==> src/rtl/coproc_pkg.sv <==
// Shared types for the coprocessor job controller: algorithm codes, FSM states
// and error codes reported to the host.
package coproc_pkg;

  localparam int TIMER_W = 20;

  typedef enum logic [1:0] {
    ALG_NN = 2'd0,
    ALG_PR = 2'd1,
    ALG_DC = 2'd2,
    ALG_BA = 2'd3
  } alg_e;

  typedef enum logic [2:0] {
    ST_IDLE,
    ST_LOAD,
    ST_RUN,
    ST_DRAIN,
    ST_FIN,
    ST_ERR
  } state_e;

  typedef enum logic [1:0] {
    ERR_NONE        = 2'd0,
    ERR_UNSUPPORTED = 2'd1,
    ERR_TIMEOUT     = 2'd2,
    ERR_ABORTED     = 2'd3
  } err_e;

endpackage

==> src/rtl/job_timer.sv <==
// Loadable up/down counter with a terminal-count compare; used both for the
// hung-engine timeout (counting up) and the write-drain window (counting down).
module job_timer #(
  parameter int WIDTH = 20
) (
  input  logic             clk,
  input  logic             rst_n,
  input  logic             load,
  input  logic [WIDTH-1:0] load_val,
  input  logic             up,
  input  logic             down,
  input  logic [WIDTH-1:0] tc_val,
  output logic             tc
);

  logic [WIDTH-1:0] count;

  // NOTE: sequential state uses non-blocking assignments so every flop samples
  // pre-edge values regardless of block evaluation order.
  always_ff @(posedge clk or negedge rst_n) begin
    if (!rst_n) begin
      count <= '0;
    end else if (load) begin
      count <= load_val;
    end else if (up) begin
      count <= count + 1'b1;
    end else if (down) begin
      count <= count - 1'b1;
    end
  end

  assign tc = (count == tc_val);

endmodule

==> src/rtl/coproc_controller.sv <==
// Job sequencer for the resize engine bank: latches a command, releases the
// engine from reset, gates frame-buffer writes, and reports done/error.
module coproc_controller
  import coproc_pkg::*;
#(
  parameter logic [3:0]         ALG_MASK       = 4'b0001,
  parameter logic [TIMER_W-1:0] TIMEOUT_CYCLES = 20'd200000,
  parameter int                 DRAIN_CYCLES   = 2
) (
  input  logic       clk,
  input  logic       rst_n,
  input  logic       start,
  input  logic       abort,
  input  logic [1:0] algorithm,
  input  logic       eng_done,
  output logic       eng_reset,
  output logic [1:0] alg_sel,
  output logic       wr_en,
  output logic       buf_sel,
  output logic       busy,
  output logic       done,
  output logic       error,
  output logic [1:0] err_code
);

  state_e state, state_nxt;
  err_e   err_q, err_nxt;
  alg_e   alg_q;
  logic   tmo_tc, drn_tc;
  logic   engine_active_nxt;

  assign alg_sel  = alg_q;
  assign err_code = err_q;

  job_timer #(.WIDTH(TIMER_W)) u_timeout (
    .clk      (clk),
    .rst_n    (rst_n),
    .load     (state == ST_IDLE && start),
    .load_val ('0),
    .up       (state == ST_RUN),
    .down     (1'b0),
    .tc_val   (TIMEOUT_CYCLES - 1'b1),
    .tc       (tmo_tc)
  );

  job_timer #(.WIDTH(TIMER_W)) u_drain (
    .clk      (clk),
    .rst_n    (rst_n),
    .load     (state == ST_RUN && eng_done),
    .load_val (TIMER_W'(DRAIN_CYCLES)),
    .up       (1'b0),
    .down     (state == ST_DRAIN),
    .tc_val   (TIMER_W'(1)),
    .tc       (drn_tc)
  );

  // NOTE: every combinational output gets a default first so no path infers a latch.
  always_comb begin
    state_nxt = state;
    err_nxt   = ERR_NONE;
    case (state)
      ST_IDLE: begin
        if (start) begin
          if (ALG_MASK[algorithm]) begin
            state_nxt = ST_LOAD;
          end else begin
            state_nxt = ST_ERR;
            err_nxt   = ERR_UNSUPPORTED;
          end
        end
      end
      ST_LOAD: begin
        if (abort) begin
          state_nxt = ST_ERR;
          err_nxt   = ERR_ABORTED;
        end else begin
          state_nxt = ST_RUN;
        end
      end
      ST_RUN: begin
        // Abort beats done, and done beats a coincident timeout.
        if (abort) begin
          state_nxt = ST_ERR;
          err_nxt   = ERR_ABORTED;
        end else if (eng_done) begin
          state_nxt = (DRAIN_CYCLES == 0) ? ST_FIN : ST_DRAIN;
        end else if (tmo_tc) begin
          state_nxt = ST_ERR;
          err_nxt   = ERR_TIMEOUT;
        end
      end
      ST_DRAIN: begin
        if (abort) begin
          state_nxt = ST_ERR;
          err_nxt   = ERR_ABORTED;
        end else if (drn_tc) begin
          state_nxt = ST_FIN;
        end
      end
      default: state_nxt = ST_IDLE;
    endcase
  end

  assign engine_active_nxt = (state_nxt == ST_RUN) || (state_nxt == ST_DRAIN);

  // Outputs are decoded from the next state so each one is a plain flop.
  always_ff @(posedge clk or negedge rst_n) begin
    if (!rst_n) begin
      state     <= ST_IDLE;
      eng_reset <= 1'b0;
      alg_q     <= ALG_NN;
      wr_en     <= 1'b0;
      buf_sel   <= 1'b0;
      busy      <= 1'b0;
      done      <= 1'b0;
      error     <= 1'b0;
      err_q     <= ERR_NONE;
    end else begin
      state     <= state_nxt;
      busy      <= (state_nxt != ST_IDLE);
      done      <= (state_nxt == ST_FIN);
      wr_en     <= engine_active_nxt;
      eng_reset <= engine_active_nxt;
      if (state == ST_IDLE && start) begin
        alg_q <= alg_e'(algorithm);
        error <= (state_nxt == ST_ERR);
        err_q <= err_nxt;
      end else if (state_nxt == ST_ERR) begin
        error <= 1'b1;
        err_q <= err_nxt;
      end
      if (state_nxt == ST_FIN) begin
        buf_sel <= ~buf_sel;
      end
    end
  end

endmodule

==> config.mk <==
export PLATFORM = sky130hd
export DESIGN_NAME = coproc_controller
export DESIGN_NICKNAME = d
export VERILOG_FILES = /design/src/rtl/coproc_pkg.sv /design/src/rtl/job_timer.sv /design/src/rtl/coproc_controller.sv
export SDC_FILE = /design/constraint.sdc
export NUM_CORES = 1
export LEC_CHECK = 0
export ABC_AREA = 1
export CAP_MARGIN = 10
export CORE_UTILIZATION = 45
export DETAILED_ROUTE_END_ITERATION = 8
export HOLD_SLACK_MARGIN = 0.05
export MAX_ROUTING_LAYER = met4
export SLEW_MARGIN = 30
export SYNTH_ARGS = -nofsm -noshare
export SYNTH_HDL_FRONTEND = slang
export SYNTH_SLANG_ARGS = --single-unit
==> constraint.sdc <==
create_clock -name clk -period 1.78 [get_ports clk]
set_input_delay 0.356 -clock clk [delete_from_list [all_inputs] [get_ports clk]]
set_output_delay 0.356 -clock clk [all_outputs]
set_load 0.03 [all_outputs]
# After elaboration in Yosys (flattened, before gate mapping)
# Index checks and enable logic that the tools add are counted.
# word_totals
romBits	0
input_bits	7
mem_bits_rw	0
mem_count	0
output_inout_bits	10
latchBits	0
reg_bits	52
# classes
mux	26
multipliers	0
div	0
n_bitwise	1
reduce_logical	9
shifts	0
n_addsub	2
magnitude_cmp	1
n_eq_ne	9
# ops
op	n
$mux 20	4
$mux 3	8
$add 20x1->20 const B	1
$eq 20x1->1 const B	1
$eq 20x18->1 const B	1
$sub 20x1->20 const B	1
$eq 3x2->1 const B	4
$mux 2	6
$pmux 3 s4	1
$eq 3x3->1 const B	2
$pmux 2 s3	1
$reduce_bool 2->1	3
$mux 1	5
$eq 3x1->1 const B	1
$logic_not 3->1	1
$lt 2x3->1 const B	1
$reduce_bool 3->1	1
$bmux 1 s2	1
$logic_and 1x1->1	2
$reduce_or 2->1	1
$logic_or 1x1->1	1
$not 1->1	1

# Longest topological paths before layout
# Gate-level depths: netlist of run 1.
# logic_depth
ltp_word	8
ltp_mapped	12
ltp_nobuf	12

# By module
# A second synthesis of run 1 with hierarchy kept.
# hier_totals
hier_cells	879
hier_area_um2	5446.5
# modules_own_cells
mod	instances	seq_area_each_um2	cells_each	area_each_um2
job_timer (u_drain)	1	500.5	395	2389.8
job_timer (u_timeout)	1	500.5	397	2384.8
coproc_controller	1	300.3	87	671.9

# Worst setup path before layout of run 1
# Ideal clock, no wire load.
# synth_timing
kind	reg-to-reg
from	reg u_timeout.count[0]
to	reg buf_sel
t_required_ps	1662
stages_incl_launch_ff	12
period_less_slack_ps	1478
setup_time_ps	118
path_slack_ps	302
arrival_time_ps	1360
path_cell_list	dfrtp_1 -> ha_1 -> nand3_1 -> nor2_2 -> nand3_1 -> nand2_1 -> nand2_1 -> nand2_1 -> nor2_4 -> nand3_1 -> nand2_1 -> nand2_1
# synth_between
elab_chain_cells	6
# synth_rtl
element	line_no	source
start: declaration	job_timer.sv:16	logic [WIDTH-1:0] count;
start signal: assignment	job_timer.sv:24	count <= load_val;
start signal: assignment	job_timer.sv:26	count <= count + 1'b1;
start signal: assignment	job_timer.sv:28	count <= count - 1'b1;
$eq 20x18->1	job_timer.sv:32	assign tc = (count == tc_val);
$mux 3	coproc_controller.sv:87	end else if (tmo_tc) begin
$mux 3	coproc_controller.sv:85	end else if (eng_done) begin
$mux 3	coproc_controller.sv:82	if (abort) begin
$pmux 3 s4	coproc_controller.sv:61	case (state)
$eq 3x3->1	coproc_controller.sv:132	if (state_nxt == ST_FIN) begin
end signal: assignment	coproc_controller.sv:133	buf_sel <= ~buf_sel;
end: declaration	coproc_controller.sv:19	output logic buf_sel,
# Every way passes these cells.
# A chain may end at the register's enable or synchronous reset.

# Final worst setup path of run 1
# layout_timing
from	reg err_q[0], in the netlist err_code[0]
to	out err_code[0]
# layout_lines
element	line_no	source
start: declaration	coproc_controller.sv:27	err_e err_q, err_nxt;
start signal: assignment	coproc_controller.sv:127	err_q <= err_nxt;
start signal: assignment	coproc_controller.sv:130	err_q <= err_nxt;
end: declaration	coproc_controller.sv:23	output logic [1:0] err_code
# No word-level cell between the ends.

==> out/results.ini, run 1 <==
[timing]
min_period_ns = 1.721
setup_ws_ns = 0.05941
setup_viol = 0
slew_headroom_pct = 78.22
hold_viol_final = 0
finalCritPeriodShare_pct = 96.66
slew_violations = 0
max_freq_mhz = 581.2
tightestPinTransition_ns = 0.3257
fin_tns_setup_ns = 0
rsz0062_at_grt = true
finClkSkew_ns = 0.01381

[die]
core_mm2 = 0.005991
ios = 17
die_x_um = 81.47
die-area_mm2 = 0.006637
fp.dieH_um = 81.47
rows = 28
initial_core_util_pct = 47.43

[detailed_routing]
routed_wl_um = 6156
drt_iter0_markers = 121
avgViaCountPerCell = 4.944
ant_nets = 0
vias = 2393
drc = 0
firstDrtPassIters = 5
avgRoutedWirePerCell_um = 12.72

[global_routing]
met3_usage_pct = 4.333
grt.total_usage_pct = 21.07
grt_use_met2_pct = 34.92
grt_max_degree = 53
grt_overflow = 0
grt-busiest-layer = met2
grt_pass1_wl_um = 10230
antenna_found_initial = 0
first_global_vias = 2339
grt_use_met1_pct = 25.64

[setup_path]
r2r-start = u_timeout.count[0]
cp_top_family = buffers and inverters
crit_buf_inv = 1
end_kind = output port
worst_path_largest_cell_delay_ns = 0.68
cp_slowest_cell = clkdlybuf4s50_1
path_cells = clkdlybuf4s50_1
start_kind = flop
worstPathMaxFanout = 2
critPathLaunch = err_code[0]
crit_type = flop to output port
required_ns = 1.42
worstPathArrival_ns = 1.36

[pwr]
p_switching_mw = 1.965
power.density_mw_per_mm2 = 1360
power_frac_seq_pct = 38.4
p_int_mw = 2.646
leakage_nw = 1.655
p_comb_share_pct = 46.0
switching_share_pct = 42.61
power.clock.fraction_pct = 15.6
peakVddDrop_uv = 1011

[layout]
fin_nets = 418
n_antenna_cell = 0
layout_commonest_cell = nand2_1
drive_above_1_share_pct = 16.87
final_cell_mix = nand2_1, dfrtp_1, inv_1
fillerInstances = 552
stdcell_count = 484
area_growth_pct = 19.33

[yosys]
synth_ff_type = dfrtp_1
ys_async_sr_fraction_pct = 100.0
syn-num-nets = 376
netlist_area_mm2 = 0.002841
post_synth.cell_area_avg_um2 = 7.764
synth_seq_cells = 52
synth_edf_count = 0
yosysUniqueCellTypes = 35
syn_inst = 366
yosys_warnings = 0
yosysSeqAreaShare_pct = 45.79

[worst_hold_path]
hp-start = u_timeout.count[17]
hp-class = flop to flop

[clock_network]
clkSlewWorstSetupHoldPaths_ns = 0.10
clock_sinks = 52
tritoncts = built
h-tree-depth = 2
cts_buffers = 5
clk_path_buf_depth = 2
cts_root_buf = clkbuf_8
clkLatencyLatePin_ns = 0.31

[placed_design]
dpl.hpwl_um = 4572
globalplace.congestion = 0.8966
pre_cts_ws_ns = -0.05973
dpl.cell_count = 473
io_buffers = 16

[job]
cap_violations = 0

[status]
outcome = complete, no violations

==> synthesized netlist by cell type (2+ instances only) <==
cell type  number  share of area [%]
nand3_1        25                4.4
nor3_4          2                1.1
dfrtp_1        52                 46
a21oi_1        30                5.3
nand3_2         3                1.1
inv_2           7               0.92
a31oi_1         2               0.44
nor2_1         42                5.5
nand2_2         4               0.88
o21ai_1         3               0.53
nand2_1        67                8.9
nand4_1         8                1.8
inv_1          52                6.9
nor2_4          3                1.2
nor2_2         11                2.4
nor3_1          8                1.4
ha_1            3                1.3
o21ai_0        27                4.8
==> final cells by class <==
type                    instances  area (µm²)  share of cell area (%)
inverters                      59       221.5                   6.531
flip-flops and latches         52        1301                   38.38
multi-input cells             252        1345                   39.67
repair buffers                 38       335.3                   9.889
clock inverters                 1       7.507                  0.2214
clock buffers                   7       86.33                   2.546
well taps                      75       93.84                   2.768
==> power groups by stage <==
| stage | Clock, mW | Combinational (mW) | Sequential, mW |
|---|---|---|---|
| finish | 0.717 | 2.12 | 1.77 |
| global route | 0.782 | 2.39 | 1.82 |
| CTS | 0.745 | 2.08 | 1.76 |
| detailed placement | 0 | 2.07 | 1.78 |
| global placement | 0 | 2.06 | 1.78 |
| floorplan | 0 | 1.24 | 1.92 |
==> worst paths after layout <==
path | slack [ns] | depth (start not counted) | endpoint
worst max-delay path | 0.06 | 1 | err_code[0]
worst min-delay path | 0.47 | 1 | u_timeout.count[17]
worst max register to register | 0.16 | 9 | u_timeout.count[14]
worst min register to register | 0.47 | 1 | u_timeout.count[17]
max in group asynchronous | 0.98 | 3 | u_drain.count[10]
min in group asynchronous | 0.55 | 3 | u_timeout.count[10]
==> state kept, by name (all words and copies together), names as in the netlist <==
name             flops
u_drain.count       20
error                1
state                3
wr_en                1
done                 1
u_timeout.count     20
err_code             2
buf_sel              1
busy                 1
alg_sel              2
==> kinds of logic (layout without fill, tap and decap cells) <==
family	count (synthesis)	in the layout	synth area share, %
adder cells (fa/ha/maj)	3	3	1.321
flip-flops	52	52	45.79
AND/OR/NAND/NOR	180	180	31.48
XOR/XNOR	1	1	0.3083
AO/OA/AOI/OAI	68	68	12.73
buffers and inverters	62	105	8.366
==> through the flow <==
stage	util [%]	total power [mW]	cell area (µm²)	hold WS, ns
after floorplan	-	3.163	2841	0.06041
after global placement	53.91	3.841	3229	0.3722
after detailed placement	53.91	3.855	3229	0.3727
after CTS	55.64	4.587	3333	0.4822
after global routing	56.60	4.993	3391	0.5043
final	56.60	4.611	3391	0.4745
==> timing repair <==
item                                    4_1_cts  5_1_grt
setup buffers                                 0        2
endpoints found under the hold margin        52        0
endpoints found under the setup margin        0       11
resized for setup                             0       10
hold buffers                                  1        0
==> per-layer routing <==
metal	wire, µm	vias to the layer above
li1	-	1273
met2	2969	28
met3	147	6
met1	2965	1086
met5	0	-
met4	74	0
Note: power is estimated with default switching activity, not from simulation.
==> run 2: changes to the inputs <==
--- a/config.mk
+++ b/config.mk
@@ -7,7 +7,7 @@
 export LEC_CHECK = 0
 export ABC_AREA = 1
 export CAP_MARGIN = 10
-export CORE_UTILIZATION = 45
+export CORE_UTILIZATION = 40
 export DETAILED_ROUTE_END_ITERATION = 8
 export HOLD_SLACK_MARGIN = 0.05
 export MAX_ROUTING_LAYER = met4
==> out/results.ini, run 2 (same netlist as run 1, synthesis figures left out) <==
[timing]
setup_viol = 0
rsz0062_at_grt = true
slew_violations = 0
finalCritPeriodShare_pct = 96.08
tightestPinTransition_ns = 0.3117
finClkSkew_ns = 0.01176
max_freq_mhz = 584.7
hold_viol_final = 0
slew_headroom_pct = 79.15
setup_ws_ns = 0.06986
min_period_ns = 1.710
hold_slack_ns = 0.4874

[layout]
reg_top3 = u_drain.count (20), u_timeout.count (20), state (3)
fin_util_pct = 49.52
seqCellArea_mm2 = 0.001301
multiInputGateArea_mm2 = 0.001344
n_antenna_cell = 0
layout_commonest_cell = nand2_1
area_growth_pct = 19.07
fin_nets = 414
final_cell_mix = nand2_1, inv_1, dfrtp_1
drive_above_1_share_pct = 15.59
fillerInstances = 672

[setup_path]
start_kind = flop
cp_top_family = buffers and inverters
r2r-start = u_drain.count[3]
worst_path_largest_cell_delay_ns = 0.67
end_kind = output port
required_ns = 1.42
path_cells = clkdlybuf4s50_1
cp_slowest_cell = clkdlybuf4s50_1
r2r_end = u_drain.count[12]
worstPathMaxFanout = 3
r2r_setup_slack_ns = 0.07
worstPathArrival_ns = 1.35
crit_buf_inv = 1
worstRegToRegCells = 7
crit_type = flop to output port

[worst_hold_path]
hold_depth = 1
min_to = u_timeout.count[17]
hp-class = flop to flop
hp-start = u_timeout.count[17]

[die]
die-area_mm2 = 0.007445
ios = 17
die_x_um = 86.29
initial_core_util_pct = 41.59
core_mm2 = 0.006832
fp.dieH_um = 86.29
rows = 30

[placed_design]
pre_cts_ws_ns = -0.06066
dpl.hpwl_um = 4381
globalplace.congestion = 0.8537
io_buffers = 16

[clock_network]
cts_buffers = 5
cts_root_buf = clkbuf_8
tritoncts = built
clkLatencyLatePin_ns = 0.31
clock_sinks = 52
clk_path_buf_depth = 2
clkSlewWorstSetupHoldPaths_ns = 0.09
h-tree-depth = 2

[detailed_routing]
drc = 0
avgViaCountPerCell = 4.738
vias = 2369
routed_wl_um = 5973
avgRoutedWirePerCell_um = 11.95
drt_iter0_markers = 111
ant_nets = 0
firstDrtPassIters = 4

[pwr]
peakVddDrop_uv = 679.2
leakage_nw = 1.641
power.total_mw = 4.615
power.density_mw_per_mm2 = 1364

[global_routing]
first_global_vias = 2277
grt_overflow = 0
grt_max_degree = 53
antenna_found_initial = 0
grt_pass1_wl_um = 10320
grt.total_usage_pct = 18.02

[job]
cap_violations = 0

[status]
outcome = complete, no violations

-- run 2: cell types whose count changed in the layout (fill, tap and decap cells not counted), sizes merged --
cell / previous run / this run
buf: 22 / 18
clkinv: 0 / 1
clkbuf: 7 / 6
clkinvlp: 1 / 0
-- run 2: power by group --
part / leakage [nW] / internal, mW / total [mW] / switching, mW
combinational: 0.901 / 0.823 / 2.13 / 1.31
sequential: 0.693 / 1.51 / 1.78 / 0.266
clock: 0.0473 / 0.311 / 0.700 / 0.389
total: 1.64 / 2.65 / 4.62 / 1.97
-- run 2: how the worst max path moves through the flow --
stage	cells after the start	from	slack (ns)	to
6_report	1	buf_sel	0.07	buf_sel
5_1_grt	7	u_drain.count[3]	-0.06	u_drain.count[12]
4_1_cts	1	buf_sel	0.06	buf_sel
3_5_place_dp	8	eng_done	-0.06	u_drain.count[12]
3_3_place_gp	10	start	-0.02	buf_sel
2_1_floorplan	11	u_timeout.count[0]	0.30	buf_sel
-- run 2: area by class of cell --
cell class	instances	area share, %
clock buffer	6	2.441
clock inverter	1	0.2589
inverter	59	6.546
multi-input combinational	252	39.72
sequential	52	38.46
tap	96	3.550
timing repair buffer	34	9.024
-- run 2: per-stage QoR --
| step | TNS [ns] | instances | cell area [µm²] |
|---|---|---|---|
| 2_1_floorplan | 0 | 366 | 2841 |
| 3_3_place_gp | -0.04275 | 489 | 3218 |
| 3_5_place_dp | -0.2505 | 489 | 3218 |
| 4_1_cts | 0 | 497 | 3319 |
| 5_1_grt | -0.1313 | 500 | 3383 |
| 6_report | 0 | 500 | 3383 |
-- run 2: timing repair --
| item | in CTS | in global routing |
|---|---|---|
| setup endpoints to repair | 0 | 14 |
| endpoints found under the hold margin | 43 | 0 |
| buffers inserted | 0 | 3 |
| gates resized for setup | 0 | 8 |
| hold buffers | 1 | 0 |
-- run 2: layer usage --
layer  part of all wire, %  track usage [%]  vias to the layer above
met5                     0                -                        -
met4                  0.70            4.545                        0
met3                   1.9            2.857                        5
met2                    47            29.00                       19
met1                    50            23.83                     1076
li1                      -                -                     1269
